**src/rtl/gauss_clt_sampler.sv**
```systemverilog
// Purpose : sums 2**LOG2_N uniform samples into an approximately Gaussian eps (CLT),
//           then outputs y = sat(mu + (sigma*eps >>> (OUT_W-1))) as signed OUT_W bits.
// Latency : the Nth accepted sample is followed by one SCALE cycle, then out_valid is held.
// Backpressure: rand_ready only in ACCUM; gauss_out/eps_out are held until out_valid & out_ready.
//
// Ports:
//   clock, reset             rising-edge clock, synchronous active-high reset
//   rand_in/_valid/_ready    uniform input stream (valid/ready handshake)
//   mu, sigma                signed mean / unsigned scale (x/2**(OUT_W-1)), latched per group
//   out_valid/out_ready      output handshake
//   gauss_out, eps_out       signed reparameterised sample and unit-normal estimate
module gauss_clt_sampler #(
    parameter int DATA_W = 16,
    parameter int LOG2_N = 2,
    parameter int OUT_W  = 8
) (
    input  logic              clock,
    input  logic              reset,
    input  logic [DATA_W-1:0] rand_in,
    input  logic              rand_valid,
    output logic              rand_ready,
    input  logic [OUT_W-1:0]  mu,
    input  logic [OUT_W-1:0]  sigma,
    output logic              out_valid,
    input  logic              out_ready,
    output logic [OUT_W-1:0]  gauss_out,
    output logic [OUT_W-1:0]  eps_out
);

    localparam int N     = 1 << LOG2_N;
    localparam int ACC_W = DATA_W + LOG2_N;
    localparam int SHIFT = ACC_W - OUT_W;
    localparam int P_W   = 2 * OUT_W + 1;
    localparam int Y_W   = P_W + 1;

    localparam logic signed [Y_W-1:0] Y_MAX = Y_W'((2 ** (OUT_W - 1)) - 1);
    localparam logic signed [Y_W-1:0] Y_MIN = -Y_MAX - Y_W'(1);

    localparam logic [LOG2_N-1:0] CNT_LAST = LOG2_N'(N - 1);

    localparam logic [1:0] ST_ACCUM = 2'd0;
    localparam logic [1:0] ST_SCALE = 2'd1;
    localparam logic [1:0] ST_HOLD  = 2'd2;

    logic [1:0]        state_q,     state_d;
    logic [LOG2_N-1:0] count_q,     count_d;
    logic [ACC_W-1:0]  acc_q,       acc_d;
    logic [OUT_W-1:0]  mu_q,        mu_d;
    logic [OUT_W-1:0]  sigma_q,     sigma_d;
    logic [OUT_W-1:0]  gauss_q,     gauss_d;
    logic [OUT_W-1:0]  eps_q,       eps_d;
    logic              out_valid_q, out_valid_d;

    logic signed [OUT_W-1:0] eps;
    logic signed [P_W-1:0]   prod;
    logic signed [Y_W-1:0]   y_full;
    logic [OUT_W-1:0]        y_sat;

    assign rand_ready = (state_q == ST_ACCUM) && !reset;
    assign out_valid  = out_valid_q;
    assign gauss_out  = gauss_q;
    assign eps_out    = eps_q;

    // The bias N*2**(DATA_W-1) equals 2**(ACC_W-1), a single bit at the top of acc.
    // Since SHIFT < ACC_W-1 the bias has no bits below the shift point, so
    // (acc - bias) >>> SHIFT is just acc[ACC_W-1:SHIFT] with its MSB inverted
    // (offset-binary to two's complement). This is exactly floor division.
    always_comb begin
        eps    = {~acc_q[ACC_W-1], acc_q[ACC_W-2:SHIFT]};
        prod   = P_W'($signed({1'b0, sigma_q})) * P_W'(eps);
        y_full = Y_W'($signed(mu_q)) + Y_W'(prod >>> (OUT_W - 1));
        if (y_full > Y_MAX) begin
            y_sat = Y_MAX[OUT_W-1:0];
        end else if (y_full < Y_MIN) begin
            y_sat = Y_MIN[OUT_W-1:0];
        end else begin
            y_sat = y_full[OUT_W-1:0];
        end
    end

    always_comb begin
        state_d     = state_q;
        count_d     = count_q;
        acc_d       = acc_q;
        mu_d        = mu_q;
        sigma_d     = sigma_q;
        gauss_d     = gauss_q;
        eps_d       = eps_q;
        out_valid_d = out_valid_q;

        case (state_q)
            ST_ACCUM: begin
                if (rand_valid && rand_ready) begin
                    // First sample of a group loads acc and freezes mu/sigma for the group.
                    if (count_q == '0) begin
                        acc_d   = ACC_W'(rand_in);
                        mu_d    = mu;
                        sigma_d = sigma;
                    end else begin
                        acc_d = acc_q + ACC_W'(rand_in);
                    end
                    if (count_q == CNT_LAST) begin
                        count_d = '0;
                        state_d = ST_SCALE;
                    end else begin
                        count_d = count_q + LOG2_N'(1);
                    end
                end
            end
            ST_SCALE: begin
                eps_d       = eps;
                gauss_d     = y_sat;
                out_valid_d = 1'b1;
                state_d     = ST_HOLD;
            end
            ST_HOLD: begin
                if (out_ready) begin
                    out_valid_d = 1'b0;
                    state_d     = ST_ACCUM;
                end
            end
            default: begin
                state_d     = ST_ACCUM;
                out_valid_d = 1'b0;
            end
        endcase
    end

    always_ff @(posedge clock) begin
        if (reset) begin
            state_q     <= ST_ACCUM;
            count_q     <= '0;
            acc_q       <= '0;
            mu_q        <= '0;
            sigma_q     <= '0;
            gauss_q     <= '0;
            eps_q       <= '0;
            out_valid_q <= 1'b0;
        end else begin
            state_q     <= state_d;
            count_q     <= count_d;
            acc_q       <= acc_d;
            mu_q        <= mu_d;
            sigma_q     <= sigma_d;
            gauss_q     <= gauss_d;
            eps_q       <= eps_d;
            out_valid_q <= out_valid_d;
        end
    end

endmodule

```
**config.mk**
```make
export PLATFORM = sky130hd
export DESIGN_NAME = gauss_clt_sampler
export DESIGN_NICKNAME = d
export VERILOG_FILES = /design/src/rtl/gauss_clt_sampler.sv
export SDC_FILE = /design/constraint.sdc
export NUM_CORES = 1
export LEC_CHECK = 0
export BUFFER_PORTS_ARGS = -buffer_cell sky130_fd_sc_hd__buf_2
export CORE_MARGIN = 2
export CORE_UTILIZATION = 61
export DETAILED_ROUTE_END_ITERATION = 6
export GPL_ROUTABILITY_DRIVEN = 0
export PLACE_DENSITY = 0.82
export SYNTH_ARGS = -nofsm -noshare
export SYNTH_HDL_FRONTEND = slang
export SYNTH_SLANG_ARGS = --single-unit
```
**constraint.sdc**
```tcl
create_clock -name clock -period 7.3 [get_ports clock]
set_input_delay 0.365 -clock clock [delete_from_list [all_inputs] [get_ports clock]]
set_output_delay 0.365 -clock clock [all_outputs]
set_load 0.02 [all_outputs]
```
# ---- Yosys cells after proc, flatten, opt, wreduce, memory -nomap -nowiden
# Index checks and enable logic that the tools add are counted.
dict set report op_classes {
  n_mux 10
  reduce_logical 9
  shift 0
  bitwise_logic 2
  multipliers 1
  addsub 3
  n_div 0
  n_eq_ne 6
  order_cmp 2
}
# cell n
set ops {}
lappend ops {{$add A18 B16 Y18} 1}
lappend ops {{$mux W18} 1}
lappend ops {{$mul A9 B8 Y17} 1}
lappend ops {{$mux W8} 2}
lappend ops {{$add A8 B10 Y11} 1}
lappend ops {{$gt A11 B8 Y1 const B} 1}
lappend ops {{$lt A11 B8 Y1 const B} 1}
lappend ops {{$mux W2} 4}
lappend ops {{$pmux W2 S3} 1}
lappend ops {{$reduce_and A3 Y1} 2}
lappend ops {{$eq A2 B2 Y1 const B} 2}
lappend ops {{$logic_not A2 Y1} 2}
lappend ops {{$ne A2 B1 Y1 const B} 2}
lappend ops {{$reduce_and A2 Y1} 2}
lappend ops {{$pmux W1 S3} 1}
lappend ops {{$add A2 B1 Y2 const B} 1}
lappend ops {{$eq A2 B1 Y1 const B} 1}
lappend ops {{$logic_and A1 B1 Y1} 2}
lappend ops {{$ne A2 B2 Y1 const B} 1}
lappend ops {{$not A1 Y1} 2}
lappend ops {{$logic_not A1 Y1} 1}
lappend ops {{$mux W1} 1}
dict set report totals {
  ram_bits 0
  output_inout_bits 18
  regBits 55
  rom_bits 0
  latch_bits 0
  in_bits 36
  mem_count 0
  word_cells 41
}

# ---- Depth between registers and ports, before layout
# Gate-level depths: netlist of the first run.
dict set report depth {
  ltp_word 6
  mapped_depth 26
  depth_no_buf 25
}

# ---- Least setup slack after synthesis of the first run
# OpenSTA, ideal clock, no wires.
dict set report synth_timing {
  path_type {flip-flop to flip-flop}
  start {register acc_q[17]}
  end {register gauss_q[5] (netlist: gauss_out[5])}
  setup_time_ns 0.062
  path_buffers 2
  stages_incl_launch_ff 23
  t_arrival_ns 5.903
  setup_slack_ns 1.335
  required_time_ns 7.238
  period_less_slack_ns 5.965
  path_cell_list {dfxtp_1 > clkbuf_1 > or2_2 > fa_1 > fa_1 > inv_1 > fa_1 > fa_1 > ha_1 > a21o_1 > nor4_1 > o21bai_1 > a21o_1 > xor2_1 > ha_1 > and3_2 > a221oi_2 > o21ai_2 > a31oi_2 > mux2i_2 > buf_6 > nand3_1 > nand3_1}
}
dict set report synth_via {
  elab_chain_len 6
  word_cells_on_any_way 7
  classes_between {1 x add/sub; 1 x mul; 2 x order compare; 2 x mux; 1 x bitwise}
}
# element line_no
set synth_lines {}
lappend synth_lines {{from (decl)} 47} ;# logic [ACC_W-1:0] acc_q, acc_d;
lappend synth_lines {{from (signal assigned)} 133} ;# acc_q <= '0;
lappend synth_lines {{from (signal assigned)} 142} ;# acc_q <= acc_d;
lappend synth_lines {{$not A1 Y1 *} 69} ;# eps = {~acc_q[ACC_W-1], acc_q[ACC_W-2:SHIFT]};
lappend synth_lines {{$mul A9 B8 Y17 *} 70} ;# prod = P_W'($signed({1'b0, sigma_q})) * P_W'(eps);
lappend synth_lines {{$add A8 B10 Y11 *} 71} ;# y_full = Y_W'($signed(mu_q)) + Y_W'(prod >>> (OUT_W - 1));
lappend synth_lines {{$lt A11 B8 Y1} 74} ;# end else if (y_full < Y_MIN) begin
lappend synth_lines {{$mux W8} 74}
lappend synth_lines {{$mux W8 *} 72} ;# if (y_full > Y_MAX) begin
lappend synth_lines {{to (signal assigned)} 145} ;# gauss_q <= gauss_d;
lappend synth_lines {{to (decl)} 50} ;# logic [OUT_W-1:0] gauss_q, gauss_d;
# Every way passes the cells marked *; elsewhere a longest branch is shown, timed or not.
# A chain may end at the register's enable or synchronous reset.

# ---- Final worst setup path of the first run
dict set report layout_timing {
  start {register acc_q[17]}
  end {register gauss_q[0] (netlist: gauss_out[0])}
}
# Same word-level chain as after synthesis.

==> flow_metrics.env, run 1 <==
export IMPL_root_buffer="clkbuf_8"
export IMPL_io_pins=54
export IMPL_cp_data_required_time_ns=7.58
export IMPL_postSynthCellCount=663
export IMPL_tritoncts="yes"
export IMPL_synth_area_mm2=0.005431
export IMPL_hold_viol_final=0
export IMPL_synth_area_top_cells="dfxtp_1, ha_1, fa_1"
export IMPL_multi_input_area_mm2=0.004029
export IMPL_grt_pass1_wl_mm=21.43
export IMPL_yosys_area_top_type="dfxtp_1"
export IMPL_whs_endpoint="sigma_q[5]"
export IMPL_fin_crit_sh_pct=89.03
export IMPL_reg2reg_to="gauss_out[0]"
export IMPL_diodes=0
export IMPL_setup_tns_final_ns=0
export IMPL_cts_buffers=5
export IMPL_maxSlewHeadroom_pct=29.36
export IMPL_synth_flop_cell="dfxtp_1"
export IMPL_num_vias=4740
export IMPL_seq_area_mm2=0.001101
export IMPL_cts_resized=0
export IMPL_fin_util_pct=67.21
export IMPL_yosysWarnings=0
export IMPL_syn2layout_area_growth_pct=7.395
export IMPL_rows=34
export IMPL_syn_nets=807
export IMPL_grt_max_degree=58
export IMPL_r2r_start="acc_q[17]"
export IMPL_power_density_mw_per_mm2=168.7
export IMPL_maxCapViolations=0
export IMPL_ir_worst_vdd_uv=171.5
export IMPL_clk_insertion_delay_late_ns=0.33
export IMPL_crit_slowest_cell="mux2i_2"
export IMPL_layout_commonest_cell="nand2_1"
export IMPL_die_w_um=98.36
export IMPL_coreArea_mm2=0.008678
export IMPL_cp_data_arrival_time_ns=6.78
export IMPL_status="completed"
export IMPL_slowest_delay_ns=0.65
export IMPL_rsz0062_at_grt="false"
export IMPL_leakagePower_uw=0.002734
export IMPL_holdBufCountCts=0
export IMPL_via_per_inst=5.859
export IMPL_whs_ns=0.2637
export IMPL_synth_area_per_cell_um2=8.192
export IMPL_cp_end_kind="flop"
export IMPL_place_area_mm2=0.005722
export IMPL_fillers=719
export IMPL_finalClockSkew_ns=0.007381
export IMPL_antenna_left=0
export IMPL_finalWirelength_mm=12.34
export IMPL_worstSetupPathType="reg2reg"
export IMPL_clock_sinks=55
export IMPL_slew_violations=0
export IMPL_path_cells="or2_2 > fa_1 > fa_1 > inv_1 > fa_1 > fa_1 > ha_1 > nand2_1 > nor3_1 > nor4_1 > o21bai_1 > a21o_1 > xor2_1 > ha_1 > and3_2 > a221oi_2 > o21ai_2 > a31oi_2 > mux2i_2 > a32oi_1 > nand2_1"
export IMPL_dieArea_mm2=0.009675
export IMPL_tightest_slew_ns=1.060
export IMPL_drive_above_1_share_pct=10.84
export IMPL_grt_pass1_vias=4726
export IMPL_holdCritStartpoint="sigma[5]"
export IMPL_period_minus_slack_ns=6.499
export IMPL_synth_edff_count=0
export IMPL_crit_fanout=15
export IMPL_setup_worst_path_start_class="flop"
export IMPL_dr_pass1_iters=5
export IMPL_cpMostUsedCell="fa_1"
export IMPL_hpwl_mm=9.514
export IMPL_hold_path_class="in2reg"
export IMPL_htreeDepth=2
export IMPL_final_cell_mix="nand2_1, ha_1, a21oi_1, nor2_1, dfxtp_1"
export IMPL_post_cts_buffers=0
export IMPL_cts_reportedPaths_clkPinSlew_ns=0.11
export IMPL_initial_core_util_pct=62.59
export IMPL_crit_family="adder cells"
export IMPL_dieHeight_um=98.36
export IMPL_track_usage_pct=26.80
export IMPL_ys_seq_area_share_pct=20.27
export IMPL_wl_per_cell_um=15.25
export IMPL_reg2reg_depth=21
export IMPL_synth_cell_types=60
export IMPL_synthArstFlopShare_pct=0
export IMPL_antenna_found_initial=0
export IMPL_final_nets=844
export IMPL_synth_seq_cells=55
export IMPL_design_area_mm2=0.005833
export IMPL_fmax_ghz=0.1539
export IMPL_rrSetupSlack_ns=0.80
export IMPL_setup_viol=0
export IMPL_drt_iter0_drc=301
export IMPL_whs_path_depth=3
export IMPL_portBuffers=53
export IMPL_synth_top_cell_area_share_pct=20.27
export IMPL_critPathBufInv=1
export IMPL_clockBufferDepth=2
export IMPL_overflow=0
export IMPL_drc_errors=0
## worst register-to-register path: stages, from the launching register on
cell,delay (ns)
dfxtp_1,0.44
or2_2,0.35
fa_1,0.51
fa_1,0.54
inv_1,0.05
fa_1,0.50
fa_1,0.49
ha_1,0.34
nand2_1,0.07
nor3_1,0.06
nor4_1,0.39
o21bai_1,0.13
a21o_1,0.21
xor2_1,0.15
ha_1,0.34
and3_2,0.24
a221oi_2,0.32
o21ai_2,0.15
a31oi_2,0.23
mux2i_2,0.65
a32oi_1,0.20
nand2_1,0.10
## synth_stat cells, types with 3 or more instances
library cell,count
nand3_1,15
o21bai_1,4
o21ai_0,11
o21a_1,4
nand3b_1,7
ha_1,71
and3_1,6
o211ai_1,5
nand4b_1,3
o21ai_1,3
buf_2,4
nor2b_1,8
nor2_1,55
xor2_1,12
a21o_1,7
a21oi_1,62
a211oi_1,6
nand2b_1,5
and2_1,43
inv_1,46
nor3_1,16
clkbuf_1,17
or2_2,3
xnor2_1,13
fa_1,37
dfxtp_1,55
a31oi_1,3
buf_6,3
nand2_1,98
## how the worst max path moves through the flow
| stage | slack [ns] | cells after the start | to | start |
|---|---|---|---|---|
| after floorplan | 1.34 | 22 | gauss_out[5] | acc_q[17] |
| after global placement | 0.96 | 21 | gauss_out[0] | acc_q[17] |
| after detailed placement | 0.81 | 21 | gauss_out[1] | acc_q[17] |
| after CTS | 0.79 | 21 | gauss_out[1] | acc_q[17] |
| after global routing | 0.42 | 21 | gauss_out[0] | acc_q[17] |
| final | 0.80 | 21 | gauss_out[0] | acc_q[17] |
## routing by layer
metal,up-vias,routed length (um),global-route usage (%)
met4,0,291,8.851
met1,2253,5515,35.12
li1,2325,-,-
met3,25,561,3.436
met5,-,0,0
met2,137,5972,45.94
## cell type report
class	instances	area share, %
Clock buffer	6	1.244
Clock inverter	2	0.6650
Inverter	47	3.024
Multi-Input combinational cell	536	69.07
Sequential cell	55	18.88
Tap cell	108	2.317
Timing Repair Buffer	55	4.805
## through the flow
step | setup WS [ns] | instances | power [uW]
after floorplan | 1.335 | 663 | 670.2
after global placement | 0.9552 | 801 | 747.9
after detailed placement | 0.8097 | 801 | 765.7
after CTS | 0.7931 | 809 | 983.7
after global routing | 0.4200 | 809 | 1052
final | 0.8008 | 809 | 984.3
## logic make-up (layout without fill, tap and decap cells)
logic type	after synthesis	count (layout)	share of synthesized area, %
flops	55	55	20.27
fa+ha+maj	108	108	29.99
buf+inv	72	110	5.552
simple gates	266	266	23.24
xor+xnor	26	26	4.331
mux	3	3	0.6219
compound gates	133	133	15.99
## power by group
part	total (uW)	leakage (uW)	internal, uW	switching [uW]
Clock	215	0.0000558	104	111
Combinational	436	0.00223	180	256
Sequential	333	0.000448	314	18.4
Total	984	0.00273	598	386
## flip-flops by register name (all words and copies together) (netlist names)
name / count
gauss_out: 8
count_q: 2
acc_q: 18
sigma_q: 8
out_valid: 1
mu_q: 8
state_q: 2
eps_out: 8
Power figures use the tool's default switching activity.
==> run 2, diff against run 1 <==
--- a/config.mk
+++ b/config.mk
@@ -7,10 +7,10 @@
 export LEC_CHECK = 0
 export BUFFER_PORTS_ARGS = -buffer_cell sky130_fd_sc_hd__buf_2
 export CORE_MARGIN = 2
-export CORE_UTILIZATION = 61
+export CORE_UTILIZATION = 51
 export DETAILED_ROUTE_END_ITERATION = 6
 export GPL_ROUTABILITY_DRIVEN = 0
-export PLACE_DENSITY = 0.82
+export PLACE_DENSITY = 0.7
 export SYNTH_ARGS = -nofsm -noshare
 export SYNTH_HDL_FRONTEND = slang
 export SYNTH_SLANG_ARGS = --single-unit
==> flow_metrics.env, run 2 (synthesized netlist as in run 1, its figures left out) <==
export IMPL_dieHeight_um=107.2
export IMPL_finalClockSkew_ns=0.008613
export IMPL_seq_area_mm2=0.001101
export IMPL_finalWirelength_mm=12.61
export IMPL_tritoncts="yes"
export IMPL_status="completed"
export IMPL_setup_worst_path_start_class="flop"
export IMPL_slew_violations=0
export IMPL_power_density_mw_per_mm2=168.5
export IMPL_ir_worst_vdd_uv=108.4
export IMPL_via_per_inst=5.518
export IMPL_setup_viol=0
export IMPL_syn2layout_area_growth_pct=8.500
export IMPL_initial_core_util_pct=52.61
export IMPL_grt_pass1_vias=4602
export IMPL_clockBufferDepth=2
export IMPL_largest_reg_flops=18
export IMPL_hold_path_class="in2reg"
export IMPL_maxSlewHeadroom_pct=49.30
export IMPL_rsz0062_at_grt="false"
export IMPL_dieArea_mm2=0.01149
export IMPL_cts_resized=0
export IMPL_clk_insertion_delay_late_ns=0.32
export IMPL_cp_end_kind="flop"
export IMPL_drive_above_1_share_pct=11.24
export IMPL_regMostFlops="acc_q"
export IMPL_cp_data_arrival_time_ns=6.80
export IMPL_num_vias=4630
export IMPL_antenna_left=0
export IMPL_drc_errors=0
export IMPL_wl_per_cell_um=15.03
export IMPL_antenna_found_initial=0
export IMPL_coreArea_mm2=0.01032
export IMPL_final_cell_mix="nand2_1, ha_1, a21oi_1, nor2_1, dfxtp_1"
export IMPL_overflow=0
export IMPL_cts_buffers=5
export IMPL_setup_tns_final_ns=0
export IMPL_design_area_mm2=0.005893
export IMPL_track_usage_pct=23.08
export IMPL_clock_sinks=55
export IMPL_grt_max_degree=58
export IMPL_period_minus_slack_ns=6.532
export IMPL_layout_commonest_cell="nand2_1"
export IMPL_dr_pass1_iters=4
export IMPL_hold_viol_final=0
export IMPL_htreeDepth=2
export IMPL_grt_pass1_wl_mm=21.15
export IMPL_portBuffers=53
export IMPL_tightest_slew_ns=0.7586
export IMPL_crit_fanout=15
export IMPL_fillers=946
export IMPL_fmax_ghz=0.1531
export IMPL_hpwl_mm=9.715
export IMPL_diodes=0
export IMPL_die_w_um=107.2
export IMPL_power_total_uw=992.7
export IMPL_post_cts_buffers=0
export IMPL_multi_input_area_mm2=0.004029
export IMPL_holdBufCountCts=0
export IMPL_worstSetupPathType="reg2reg"
export IMPL_fin_crit_sh_pct=89.48
export IMPL_cts_reportedPaths_clkPinSlew_ns=0.11
export IMPL_maxCapViolations=0
export IMPL_drt_iter0_drc=183
export IMPL_io_pins=54
export IMPL_root_buffer="clkbuf_8"
export IMPL_leakagePower_uw=0.002749
export IMPL_place_area_mm2=0.005772
export IMPL_final_nets=846
export IMPL_rows=37
export IMPL_cp_data_required_time_ns=7.56
==> run 2: final timing paths <==
path / from / slack [ns] / cells past startpoint / to
max: acc_q[17] / 0.77 / 21 / gauss_out[1]
min: sigma[7] / 0.28 / 3 / sigma_q[7]
max reg2reg: acc_q[17] / 0.77 / 21 / gauss_out[1]
min reg2reg: eps_out[2] / 0.46 / 2 / eps_out[2]
==> run 2: report_power, final <==
part	switching [uW]	internal, uW
clock network	110	113
logic	256	180
registers	18.8	314
total	385	608
==> run 2: layout make-up <==
type | instances | share of cell area (%)
Multi-Input combinational cell | 536 | 68.37
Sequential cell | 55 | 18.68
Timing Repair Buffer | 57 | 5.011
Inverter | 47 | 2.994
Tap cell | 136 | 2.887
Clock buffer | 6 | 1.401
Clock inverter | 2 | 0.6582
==> run 2: per-stage QoR <==
stage                     hold slack, ns  utilization, %  worst slack (ns)  cells
after CTS                         0.2724           57.08            0.7897    839
final                             0.2768           57.08            0.7679    839
after global placement            0.4410           55.91            0.9315    831
after floorplan                   0.4356               -             1.335    663
after detailed placement          0.4503           55.91            0.8399    831
after global routing              0.2771           57.08            0.3364    839
==> run 2: worst max-delay path: stages (launching register included) <==
cell and delay, ns:
dfxtp_1 0.45, or2_2 0.35, fa_1 0.51, fa_1 0.54, inv_1 0.05, fa_1 0.50
fa_1 0.49, ha_1 0.35, nand2_1 0.07, nor3_1 0.07, nor4_1 0.38, o21bai_1 0.13
a21o_1 0.21, xor2_1 0.15, ha_1 0.34, and3_2 0.24, a221oi_2 0.31, o21ai_2 0.15
a31oi_2 0.23, mux2i_2 0.65, a32oi_1 0.20, nand2_1 0.10
==> run 2: layer usage <==
metal | share of wire, % | GRT usage [%] | vias up
met5 | 0 | 0 | -
li1 | - | - | 2326
met2 | 48 | 40.19 | 96
met3 | 3.6 | 2.432 | 15
met4 | 1.8 | 6.030 | 0
met1 | 47 | 30.49 | 2193
==> run 3, diff against run 2 <==
--- a/config.mk
+++ b/config.mk
@@ -5,6 +5,7 @@
 export SDC_FILE = /design/constraint.sdc
 export NUM_CORES = 1
 export LEC_CHECK = 0
+export ABC_AREA = 1
 export BUFFER_PORTS_ARGS = -buffer_cell sky130_fd_sc_hd__buf_2
 export CORE_MARGIN = 2
 export CORE_UTILIZATION = 51
==> flow_metrics.env, run 3 <==
export IMPL_status="completed"
export IMPL_synth_most_common_cell="nand2_1"
export IMPL_hpwl_mm=11.00
export IMPL_final_cell_mix="nand2_1, inv_1, nor2_1, ha_1, a21oi_1"
export IMPL_power_share_clock_pct=19.5
export IMPL_p_sw_uw=564.3
export IMPL_dr_pass1_iters=5
export IMPL_synth_area_mm2=0.005841
export IMPL_dieHeight_um=111.0
export IMPL_finalWirelength_mm=14.04
export IMPL_maxSlewHeadroom_pct=25.34
export IMPL_clock_sinks=55
export IMPL_holdBufCountCts=0
export IMPL_hold_viol_final=0
export IMPL_cts_resized=0
export IMPL_final_nets=1043
export IMPL_coreArea_mm2=0.01127
export IMPL_power_frac_comb_pct=53.1
export IMPL_syn2layout_area_growth_pct=7.991
export IMPL_regMostFlops="acc_q"
export IMPL_drt_iter0_drc=290
export IMPL_crit_fanout=11
export IMPL_setup_tns_final_ns=0
export IMPL_finalClockSkew_ns=0.003463
export IMPL_syn_nets=1011
export IMPL_dieArea_mm2=0.01232
export IMPL_hold_path_class="in2reg"
export IMPL_fillers=1126
export IMPL_slew_violations=0
export IMPL_diodes=0
export IMPL_yosysWarnings=0
export IMPL_tritoncts="yes"
export IMPL_tightest_slew_ns=1.116
export IMPL_post_cts_buffers=0
export IMPL_cp_end_kind="flop"
export IMPL_clk_insertion_delay_late_ns=0.30
export IMPL_synth_area_per_cell_um2=6.737
export IMPL_clockBufferDepth=2
export IMPL_fin_crit_sh_pct=78.44
export IMPL_drive_above_1_share_pct=9.455
export IMPL_synth_cell_types=42
export IMPL_p_sw_share_pct=45.41
export IMPL_portBuffers=53
export IMPL_rsz0062_at_grt="false"
export IMPL_p_seq_share_pct=27.4
export IMPL_track_usage_pct=23.79
export IMPL_design_area_mm2=0.006307
export IMPL_synth_area_top_cells="dfxtp_1, ha_1, nand2_1"
export IMPL_maxCapViolations=0
export IMPL_cp_data_arrival_time_ns=5.91
export IMPL_root_buffer="clkbuf_16"
export IMPL_wl_per_cell_um=13.47
export IMPL_p_int_uw=678.5
export IMPL_synth_edff_count=0
export IMPL_grt_max_degree=38
export IMPL_antenna_found_initial=0
export IMPL_synthArstFlopShare_pct=0
export IMPL_setup_viol=0
export IMPL_postSynthCellCount=867
export IMPL_num_vias=5422
export IMPL_synth_seq_cells=55
export IMPL_io_pins=54
export IMPL_grt_pass1_vias=5202
export IMPL_ir_worst_vdd_uv=203.1
export IMPL_setup_worst_path_start_class="flop"
export IMPL_htreeDepth=2
export IMPL_cp_data_required_time_ns=7.48
export IMPL_reg2reg_depth=24
export IMPL_drc_errors=0
export IMPL_whs_path_depth=3
export IMPL_cts_buffers=5
export IMPL_place_area_mm2=0.006165
export IMPL_yosys_top_cells_count="nand2_1, inv_1, nor2_1"
export IMPL_rrSetupSlack_ns=1.57
export IMPL_yosys_area_top_type="dfxtp_1"
export IMPL_grt_pass1_wl_mm=24.32
export IMPL_antenna_left=0
export IMPL_rows=39
export IMPL_initial_core_util_pct=51.81
export IMPL_multi_input_area_mm2=0.004071
export IMPL_overflow=0
export IMPL_via_per_inst=5.203
export IMPL_fmax_ghz=0.1746
export IMPL_largest_reg_flops=18
export IMPL_period_minus_slack_ns=5.726
export IMPL_seq_area_mm2=0.001101
export IMPL_power_density_mw_per_mm2=197.0
export IMPL_ys_seq_area_share_pct=18.85
export IMPL_cts_reportedPaths_clkPinSlew_ns=0.07
export IMPL_leakagePower_uw=0.003592
export IMPL_layout_commonest_cell="nand2_1"
export IMPL_worstSetupPathType="reg2reg"
export IMPL_synth_top_cell_area_share_pct=18.85
export IMPL_synth_flop_cell="dfxtp_1"
export IMPL_die_w_um=111.0
-- run 3: cell count changes in the layout (fill, tap and decap cells not counted), sizes merged, moves of 8 or more --
cell | previous run | this run
nand2 | 98 | 214
inv | 47 | 146
nor2b | 8 | 0
nor3 | 16 | 4
nand3 | 15 | 44
xnor2 | 14 | 3
o21ai | 15 | 51
nor2 | 55 | 108
and2 | 43 | 1
-- run 3: kinds of logic after synthesis --
| family | synth area share, % |
|---|---|
| and+or+nand+nor | 27.06 |
| buffers and inverters | 11.44 |
| AOI/OAI and AO/OA | 12.66 |
| adders and majority gates | 27.89 |
| DFF | 18.85 |
| xor gates and xnor gates | 2.099 |
-- run 3: worst max-delay path, cell delays in order (launching register included) --
cell and delay [ns]:
dfxtp_1 0.60, inv_1 0.17, nand2_1 0.17, fa_1 0.44, fa_1 0.55, inv_1 0.06
fa_1 0.50, fa_1 0.49, ha_1 0.36, nand2_1 0.10, o21ai_0 0.22, a21oi_1 0.10
o21ai_0 0.21, xor2_1 0.24, ha_1 0.34, nand2_1 0.10, nand2_1 0.10, a21oi_2 0.18
nand2_1 0.09, nand2_1 0.06, nand2_1 0.05, nor2_1 0.08, nand2_1 0.09, a21oi_4 0.23
a21oi_1 0.10
-- run 3: path summary, 6_finish.rpt --
| path | startpoint | end |
|---|---|---|
| max | acc_q[17] | gauss_out[0] |
| min | sigma[4] | sigma_q[4] |
| max reg2reg | acc_q[17] | gauss_out[0] |
| min reg2reg | gauss_out[7] | gauss_out[7] |
-- run 3: through the flow --
stage / power, uW / util [%] / worst slack (ns) / hold WS [ns] / std cells
6_report: 1243 / 55.96 / 1.574 / 0.2855 / 1042
5_1_grt: 1361 / 55.96 / 1.124 / 0.2872 / 1042
4_1_cts: 1245 / 55.96 / 1.633 / 0.2841 / 1042
3_5_place_dp: 997.9 / 54.69 / 1.650 / 0.4567 / 1035
3_3_place_gp: 999.3 / 54.69 / 1.629 / 0.4570 / 1035
2_1_floorplan: 860.8 / - / 2.045 / 0.4481 / 867
-- run 3: routing by layer --
metal,vias to the layer above,routed length (um),global-route usage [%]
met4,0,61,2.716
met5,-,0,0
li1,2792,-,-
met1,2501,7065,35.54
met2,122,6181,38.16
met3,7,726,3.171
-- run 3: power by group through the flow --
stage	logic, uW	registers (uW)	clock network, uW
4_1_cts	656	340	248
3_5_place_dp	651	347	0
3_3_place_gp	652	347	0
5_1_grt	758	344	259
2_1_floorplan	531	330	0
6_report	660	341	242
-- run 3: cell type report --
type                       instances  area share, %
sequential                        55          17.46
timing repair buffer              53          4.206
clock inverter                     2         0.2777
inverter                         146          8.689
tap                              143          2.837
clock buffer                       5          1.984
multi-input combinational        638          64.55
